`src/rtl/demux16_router_pkg.sv`:
```
// Shared constants for the 1-to-2 word router: destination encodings and default sizes.
package demux16_router_pkg;

    localparam logic SEL_OUT0 = 1'b0;
    localparam logic SEL_OUT1 = 1'b1;

    localparam int DEFAULT_WIDTH = 16;
    localparam int DEFAULT_CNT_W = 8;

endpackage

```
`src/rtl/demux16_router_demux_slot.sv`:
```
// One-entry output register slot with a delivered-word counter.
// A load takes priority over a drain, so a word can enter while the previous one leaves.
module demux_slot #(
    parameter int WIDTH = 16,
    parameter int CNT_W = 8
) (
    input  logic             clk,
    input  logic             rst_n,
    input  logic             load,
    input  logic [WIDTH-1:0] load_data,
    output logic             valid,
    input  logic             ready,
    output logic [WIDTH-1:0] data,
    output logic [CNT_W-1:0] cnt
);

    logic drain;

    assign drain = valid & ready;

    always_ff @(posedge clk or negedge rst_n) begin
        if (!rst_n) begin
            valid <= 1'b0;
            data  <= '0;
            cnt   <= '0;
        end else begin
            if (load) begin
                valid <= 1'b1;
                data  <= load_data;
            end else if (drain) begin
                valid <= 1'b0;
            end
            // counter wraps silently
            if (drain) begin
                cnt <= cnt + CNT_W'(1);
            end
        end
    end

endmodule

```
`src/rtl/demux16_router.sv`:
```
// Steers one valid/ready word stream to one of two independently buffered sinks.
// Only the select decode and the in_ready mux live here; buffering is in demux_slot.
module demux16_router
    import demux16_router_pkg::*;
#(
    parameter int WIDTH = DEFAULT_WIDTH,
    parameter int CNT_W = DEFAULT_CNT_W
) (
    input  logic             clk,
    input  logic             rst_n,
    input  logic             in_valid,
    output logic             in_ready,
    input  logic             in_sel,
    input  logic [WIDTH-1:0] in_data,
    output logic             out0_valid,
    input  logic             out0_ready,
    output logic [WIDTH-1:0] out0_data,
    output logic             out1_valid,
    input  logic             out1_ready,
    output logic [WIDTH-1:0] out1_data,
    output logic [CNT_W-1:0] out0_cnt,
    output logic [CNT_W-1:0] out1_cnt
);

    logic slot0_free;
    logic slot1_free;
    logic accept;
    logic load0;
    logic load1;

    // A slot can take a word if empty or if its current word leaves this cycle.
    assign slot0_free = !out0_valid || out0_ready;
    assign slot1_free = !out1_valid || out1_ready;

    assign in_ready = (in_sel == SEL_OUT1) ? slot1_free : slot0_free;
    assign accept   = in_valid && in_ready;
    assign load0    = accept && (in_sel == SEL_OUT0);
    assign load1    = accept && (in_sel == SEL_OUT1);

    demux_slot #(
        .WIDTH (WIDTH),
        .CNT_W (CNT_W)
    ) u_slot0 (
        .clk       (clk),
        .rst_n     (rst_n),
        .load      (load0),
        .load_data (in_data),
        .valid     (out0_valid),
        .ready     (out0_ready),
        .data      (out0_data),
        .cnt       (out0_cnt)
    );

    demux_slot #(
        .WIDTH (WIDTH),
        .CNT_W (CNT_W)
    ) u_slot1 (
        .clk       (clk),
        .rst_n     (rst_n),
        .load      (load1),
        .load_data (in_data),
        .valid     (out1_valid),
        .ready     (out1_ready),
        .data      (out1_data),
        .cnt       (out1_cnt)
    );

endmodule

```
`config.mk`:
```
export PLATFORM = sky130hd
export DESIGN_NAME = demux16_router
export DESIGN_NICKNAME = d
export VERILOG_FILES = /design/src/rtl/demux16_router_pkg.sv /design/src/rtl/demux16_router_demux_slot.sv /design/src/rtl/demux16_router.sv
export SDC_FILE = /design/constraint.sdc
export NUM_CORES = 1
export LEC_CHECK = 0
export BUFFER_PORTS_ARGS = -buffer_cell sky130_fd_sc_hd__buf_2
export CAP_MARGIN = 20
export CORE_UTILIZATION = 30
export CTS_CLUSTER_DIAMETER = 150
export CTS_CLUSTER_SIZE = 28
export DETAILED_ROUTE_END_ITERATION = 10
export GPL_TIMING_DRIVEN = 0
export HOLD_SLACK_MARGIN = 0.03
export PLACE_DENSITY = 0.58
export REMOVE_ABC_BUFFERS = 1
export SYNTH_ARGS = -nofsm -noshare
export SYNTH_HDL_FRONTEND = slang
export SYNTH_SLANG_ARGS = --single-unit
```
`constraint.sdc`:
```
create_clock -name clk -period 2.6 [get_ports clk]
set_input_delay 0.78 -clock clk [delete_from_list [all_inputs] [get_ports clk]]
set_output_delay 0.78 -clock clk [all_outputs]
set_load 0.05 [all_outputs]
```
== Word-level counts from Yosys, hierarchy flattened ==
Index checks and enable logic that the tools add are counted.

* Add/sub/neg operators: 2
* Muxes and demuxes: 5
* Bitwise operators: 3
* Reductions and logical operators: 9

{| class="wikitable"
|+ Operators by type and width
! operator !! number
|-
| adder 8 x 1 -> 8 bit (second input constant) || 2
|-
| 2-to-1 mux 1 bit || 5
|-
| nonzero test 2 bit || 2
|-
| logical AND 1 bit || 3
|-
| bitwise AND 1 bit || 2
|-
| zero test 1 bit || 2
|-
| logical OR 1 bit || 2
|-
| inverter 1 bit || 1
|}

* Register bits after elaboration: 50
* Output and inout bits: 51
* Word-level logic and storage cells: 25

== Depth between registers and ports, before layout ==
Gate-level depths: netlist of the first run.

* Depth after elaboration: 6
* Gate-level depth with buffers: 5
* Depth with buffers taken out: 3

== Hierarchy ==
A second synthesis of the first run with hierarchy kept.

* Cell total of the unflattened synthesis: 139
* Area, all modules: 2034.5 um2

{| class="wikitable"
|+ Modules (own cells, without submodules)
! module !! times used !! cells each !! area each (um2) !! sequential area each (um2)
|-
| demux_slot || 2 || 66 || 994.7 || 625.6
|-
| demux16_router || 1 || 7 || 45.0 || 0.0
|}

== Worst setup path before layout of the first run ==
Ideal clock, no wire load.

* Path type: in2out
* From: input out0_ready
* To: output in_ready
* Arrival: 1.339 ns
* Data required time: 1.820 ns
* Setup slack: 0.481 ns
* Stages on the path: 2
* Buffers on the path: 0
* Path through: nand2b_2 > mux2_2

* Cells in the longest elaborated chain, start to end: 2

{| class="wikitable"
|+ Ends and longest elaborated chain
! element !! line !! source
|-
| start: declaration || demux16_router.sv:16 || <nowiki>input logic out0_ready,</nowiki>
|-
| logical OR 1 bit || demux16_router.sv:32 || <nowiki>assign slot0_free = !out0_valid || out0_ready;</nowiki>
|-
| 2-to-1 mux 1 bit || demux16_router.sv:35 || <nowiki>assign in_ready = (in_sel == SEL_OUT1) ? slot1_free : slot0_free;</nowiki>
|-
| end: declaration || demux16_router.sv:12 || <nowiki>output logic in_ready,</nowiki>
|}

Every way passes these cells.

== Worst setup path in the final report of the first run ==
Same ends and word-level chain as after synthesis.

==> impl_metrics.env, run 1 <==
export IMPL_status="complete, no violations"
export IMPL_globalplace_congestion=0.692
export IMPL_cp_arrival_ps=1550
export IMPL_synthCells=134
export IMPL_cts_tree="yes"
export IMPL_h_tree_depth=2
export IMPL_max_freq_mhz=429
export IMPL_crit_top_cell="buf_2"
export IMPL_place_hpwl_um=2820
export IMPL_crit_chain="buf_2 > nand2b_2 > mux2_2 > buf_2"
export IMPL_dp_cells=280
export IMPL_track_usage_pct=12.0
export IMPL_ys_ff_latch=50
export IMPL_layout_common_cells="buf_2, dfrtp_1, mux2_2"
export IMPL_cp_slowest_cell="mux2_2"
export IMPL_syn2layout_area_growth_pct=27.8
export IMPL_setup_slack_ps=267
export IMPL_cp_required_ps=1820
export IMPL_cp_max_fo=3
export IMPL_layout_commonest_cell="buf_2"
export IMPL_startpoint_type="input port"
export IMPL_boundaryPins=73
export IMPL_yosysSeqAreaShare_pct=62.6
export IMPL_wl_per_cell_um=13.5
export IMPL_finalHoldViolations=0
export IMPL_dp_slack_ps=259
export IMPL_finClkSkew_ps=6.24
export IMPL_r2r_cells=3
export IMPL_multi_input_area_um2=712
export IMPL_worstSkewPairLatency_ps=290
export IMPL_regArea_um2=1250
export IMPL_fin_crit_ps=2330
export IMPL_dr_pass1_iters=4
export IMPL_drcViolationCount=0
export IMPL_vias_per_cell=4.44
export IMPL_yosys_warnings=0
export IMPL_finalInstanceArea_um2=2550
export IMPL_clkSinkCount=50
export IMPL_finalSetupViolCount=0
export IMPL_antenna_found_initial=0
export IMPL_crit_start="out0_ready"
export IMPL_nets=234
export IMPL_route_vias_total=1279
export IMPL_fp_dieArea_um2=6990
export IMPL_wl_um=3900
export IMPL_first_iter_violations=49
export IMPL_r2r_start="u_slot0.valid"
export IMPL_core_area_um2=6390
export IMPL_vdd_ir_drop_worst_mv=0.661
export IMPL_clk_path_buf_depth=2
export IMPL_layout_cells_non_filler=288
export IMPL_leakage_nw=1.24
export IMPL_cts_made_buffers=5
export IMPL_postRouteAntennaNets=0
export IMPL_gr_total_overflow=0
export IMPL_syn_area_um2=2000
export IMPL_grt_pass1_wl_um=6640
export IMPL_fillerInstances=632
export IMPL_timing_final_crit_share_pct=89.7
export IMPL_ctsResizeCount=0
export IMPL_port_buffers=72
export IMPL_worst_pin_slew_ps=899
export IMPL_total_power_mw=2.75
export IMPL_post_dp_cell_area_um2=2440
export IMPL_synth_cell_type_count=22
export IMPL_min_path_type="input port to asynchronous set/reset pin"
export IMPL_relSlewSlack_pct=39.8
export IMPL_post_cts_buffers=0
export IMPL_fp_dieW_um=83.6
export IMPL_power_density_nw_per_um2=1080
export IMPL_endpoint_kind="primary output"
export IMPL_rsz0062_at_grt="no"
export IMPL_criticalPathCategory="input port to primary output"
export IMPL_die_y_um=83.6
export IMPL_grt_pass1_vias=1374
export IMPL_initial_utilization_pct=31.3
export IMPL_slew_violations=0
export IMPL_hold_buffers=0
export IMPL_fp_row_count=29
export IMPL_maxCapViolCount=0
export IMPL_root_buffer="clkbuf_8"
export IMPL_antennaDiodeCount=0
export IMPL_layout_drive_gt1_share_pct=55.9
export IMPL_grt_max_degree=38
export IMPL_avgSynthCellArea_um2=14.9
export IMPL_max_stage_delay_ps=260
export IMPL_path_clk_slew_ps=90
worst paths after layout:
| check | to | slack (ps) |
|---|---|---|
| min in group clk | u_slot0.cnt[7] | 460 |
| setup reg to reg | u_slot0.data[0] | 820 |
| max in group asynchronous | u_slot0.cnt[3] | 1710 |
| hold / removal | u_slot1.data[11] | 380 |
| setup / recovery | in_ready | 270 |
| hold reg to reg | u_slot0.cnt[7] | 460 |
cells in the mapped netlist:
master,number,area [um^2]
and2_1,2,12.5
and3_1,3,18.8
and4_1,1,8.76
buf_4,1,7.51
buf_6,2,22.5
clkbuf_1,1,3.75
dfrtp_1,50,1250
ha_1,2,25.0
inv_1,1,3.75
mux2_2,35,394
nand2_1,7,26.3
nand2b_1,1,6.26
nand2b_2,1,8.76
nand3_1,1,5.00
nand4_1,6,37.5
nor2_1,1,3.75
nor2b_1,1,6.26
nor3_1,2,10.0
nor3b_4,1,18.8
o21ai_0,1,5.00
xnor2_1,9,78.8
xor2_1,5,43.8
per-layer routing:
layer  track usage (%)  vias up  share of wire [%]
met3              3.07        5                4.5
met4              4.16        0                1.0
met2              20.0       37                 49
met5                 0        -                  0
met1              15.1      622                 46
li1                  -      615                  -
where the power goes:
group | leakage (nW) | switching (mW) | internal (mW)
logic | 0.578 | 0.818 | 0.291
clock network | 0.0514 | 0.251 | 0.287
registers | 0.606 | 0.148 | 0.952
registers in the layout, summed over array words and instances (netlist names):
name           count
u_slot0.data      16
u_slot1.data      16
u_slot0.cnt        8
u_slot1.cnt        8
u_slot0.valid      1
u_slot1.valid      1
cells by family after synthesis:
kind of cell	count (synthesis)	share of synthesized area, %
flops	50	62.6
mux	35	19.7
simple gates	27	8.14
xor+xnor	14	6.14
buf+inv	5	1.88
fa+ha+maj	2	1.25
compound gates	1	0.250
critical path: cells and delay by family:
kind	cells	cell delay, ps
AND/OR/NAND/NOR	1	190
multiplexers	1	260
buffers and inverters	2	320
final cells by class:
class	instances	area share [%]
timing repair buffer	73	14.9
inverter	1	0.147
tap	77	3.77
clock buffer	6	2.84
multi-input combinational	79	27.9
sequential	50	49.0
clock inverter	2	1.47
metrics by stage:
| step | util [%] | TNS [ps] | hold slack, ps |
|---|---|---|---|
| global route | 40.0 | 0 | 392 |
| detailed placement | 38.3 | 0 | 458 |
| finish | 40.0 | 0 | 377 |
| floorplan | - | 0 | 484 |
| global placement | 37.9 | -1780 | 454 |
| CTS | 40.0 | 0 | 377 |
Power figures use the tool's default switching activity.
==> inputs of run 2 (changes only) <==
Settings changed: BUFFER_PORTS_ARGS -buffer_cell sky130_fd_sc_hd__buf_2 to -buffer_cell sky130_fd_sc_hd__clkbuf_2.
==> run 2 against run 1 <==
Net effect: sequential power is essentially flat; clock power is essentially flat; maximum frequency shrank 1.1%; worst hold slack better by 92 ps; register-to-register slack worse by 60 ps; via count rose by 1.8%; largest power group is now registers; critical path depth did not move; non-clock buffer count unchanged; final cell count unchanged; clock skew down 2.4 ps; first-iteration DRC count fell by 2.0%.
==> impl_metrics.env, run 2 (synthesis gave the netlist of run 1 again) <==
export IMPL_cp_arrival_ps=1580
export IMPL_cp_required_ps=1820
export IMPL_h_tree_depth=2
export IMPL_syn2layout_area_growth_pct=27.8
export IMPL_maxCapViolCount=0
export IMPL_grt_max_degree=27
export IMPL_antenna_found_initial=0
export IMPL_clk_path_buf_depth=2
export IMPL_criticalPathCategory="input port to primary output"
export IMPL_max_freq_mhz=424
export IMPL_wl_per_cell_um=13.6
export IMPL_finalHoldViolations=0
export IMPL_cp_max_fo=3
export IMPL_root_buffer="clkbuf_8"
export IMPL_fin_crit_ps=2360
export IMPL_track_usage_pct=11.9
export IMPL_finalSetupViolCount=0
export IMPL_wl_um=3910
export IMPL_rsz0062_at_grt="no"
export IMPL_hold_path_end="u_slot1.cnt[7]"
export IMPL_finClkSkew_ps=3.84
export IMPL_slew_violations=0
export IMPL_r2r_start="u_slot0.valid"
export IMPL_total_power_mw=2.75
export IMPL_path_clk_slew_ps=90
export IMPL_layout_commonest_cell="clkbuf_2"
export IMPL_route_vias_total=1302
export IMPL_cts_tree="yes"
export IMPL_first_iter_violations=48
export IMPL_fp_dieArea_um2=6990
export IMPL_postRouteAntennaNets=0
export IMPL_worstSkewPairLatency_ps=290
export IMPL_place_hpwl_um=2930
export IMPL_vias_per_cell=4.52
export IMPL_r2r_end="u_slot0.data[0]"
export IMPL_post_cts_buffers=0
export IMPL_finalInstanceArea_um2=2550
export IMPL_top_regs="u_slot0.data: 16 flops, u_slot1.data: 16 flops"
export IMPL_grt_pass1_vias=1370
export IMPL_dp_slack_ps=225
export IMPL_setup_slack_ps=240
export IMPL_fp_row_count=29
export IMPL_hold_path_startpoint="u_slot1.cnt[7]"
export IMPL_port_buffers=72
export IMPL_ctsResizeCount=0
export IMPL_relSlewSlack_pct=40.3
export IMPL_core_area_um2=6390
export IMPL_r2r_cells=3
export IMPL_worst_pin_slew_ps=894
export IMPL_status="complete, no violations"
export IMPL_dr_pass1_iters=4
export IMPL_antennaDiodeCount=0
export IMPL_vdd_ir_drop_worst_mv=0.845
export IMPL_initial_utilization_pct=31.3
export IMPL_power_density_nw_per_um2=1080
export IMPL_postLayoutCoreUtil_pct=40.0
export IMPL_post_dp_cell_area_um2=2440
export IMPL_drcViolationCount=0
export IMPL_gr_total_overflow=0
export IMPL_globalplace_congestion=0.694
export IMPL_endpoint_kind="primary output"
export IMPL_nets=234
export IMPL_hold_buffers=0
export IMPL_boundaryPins=73
export IMPL_startpoint_type="input port"
export IMPL_min_path_type="flop to flop"
export IMPL_layout_drive_gt1_share_pct=55.9
export IMPL_fp_dieW_um=83.6
export IMPL_leakage_nw=1.24
export IMPL_grt_pass1_wl_um=6610
export IMPL_clkSinkCount=50
export IMPL_cts_made_buffers=5
export IMPL_timing_final_crit_share_pct=90.8
export IMPL_hold_depth=1
export IMPL_layout_common_cells="clkbuf_2, dfrtp_1, mux2_2"
export IMPL_die_y_um=83.6
export IMPL_worst_r2r_setup_slack_ps=760
[run 2: power by group]
group          switching [mW]  total (mW)  internal, mW
Clock                   0.251       0.538         0.287
Combinational           0.819        1.10         0.285
Sequential              0.155        1.11         0.952
[run 2: per-layer routing]
metal  part of all wire, %  GRT usage (%)  up-vias
met3                   4.0           2.77        6
met1                    45           15.3      640
met2                    49           19.7       40
met5                     0              0        -
met4                   1.6           4.16        0
li1                      -              -      616
[run 2: worst max-delay path by stage]
stage	from	to	slack, ps	cells past startpoint
final	out0_ready	in_ready	240	4
after detailed placement	out0_ready	u_slot0.data[0]	220	4
after floorplan	out1_ready	u_slot1.data[0]	400	3
after global placement	in_sel	u_slot1.data[2]	-130	4
after global routing	out0_ready	in_ready	200	4
after CTS	out0_ready	in_ready	230	4
[run 2: layout make-up]
type | count | area, um^2
clock buffer | 6 | 72.6
clock inverter | 2 | 37.5
fill | 642 | 3830
inverter | 1 | 3.75
multi-input combinational | 79 | 712
sequential | 50 | 1250
tap | 77 | 96.3
timing repair buffer | 73 | 380
[run 2: worst max-delay path, cell delays in order]
cell and delay (ps):
clkbuf_2 100, nand2b_2 200, mux2_2 270, clkbuf_2 230
[run 2: metrics by stage]
stage                     hold WS (ps)  setup TNS [ps]  cells
final                              469               0    288
after global routing               482               0    288
after CTS                          475               0    288
after detailed placement           462               0    280
after global placement             458           -2030    279
after floorplan                    484               0    130
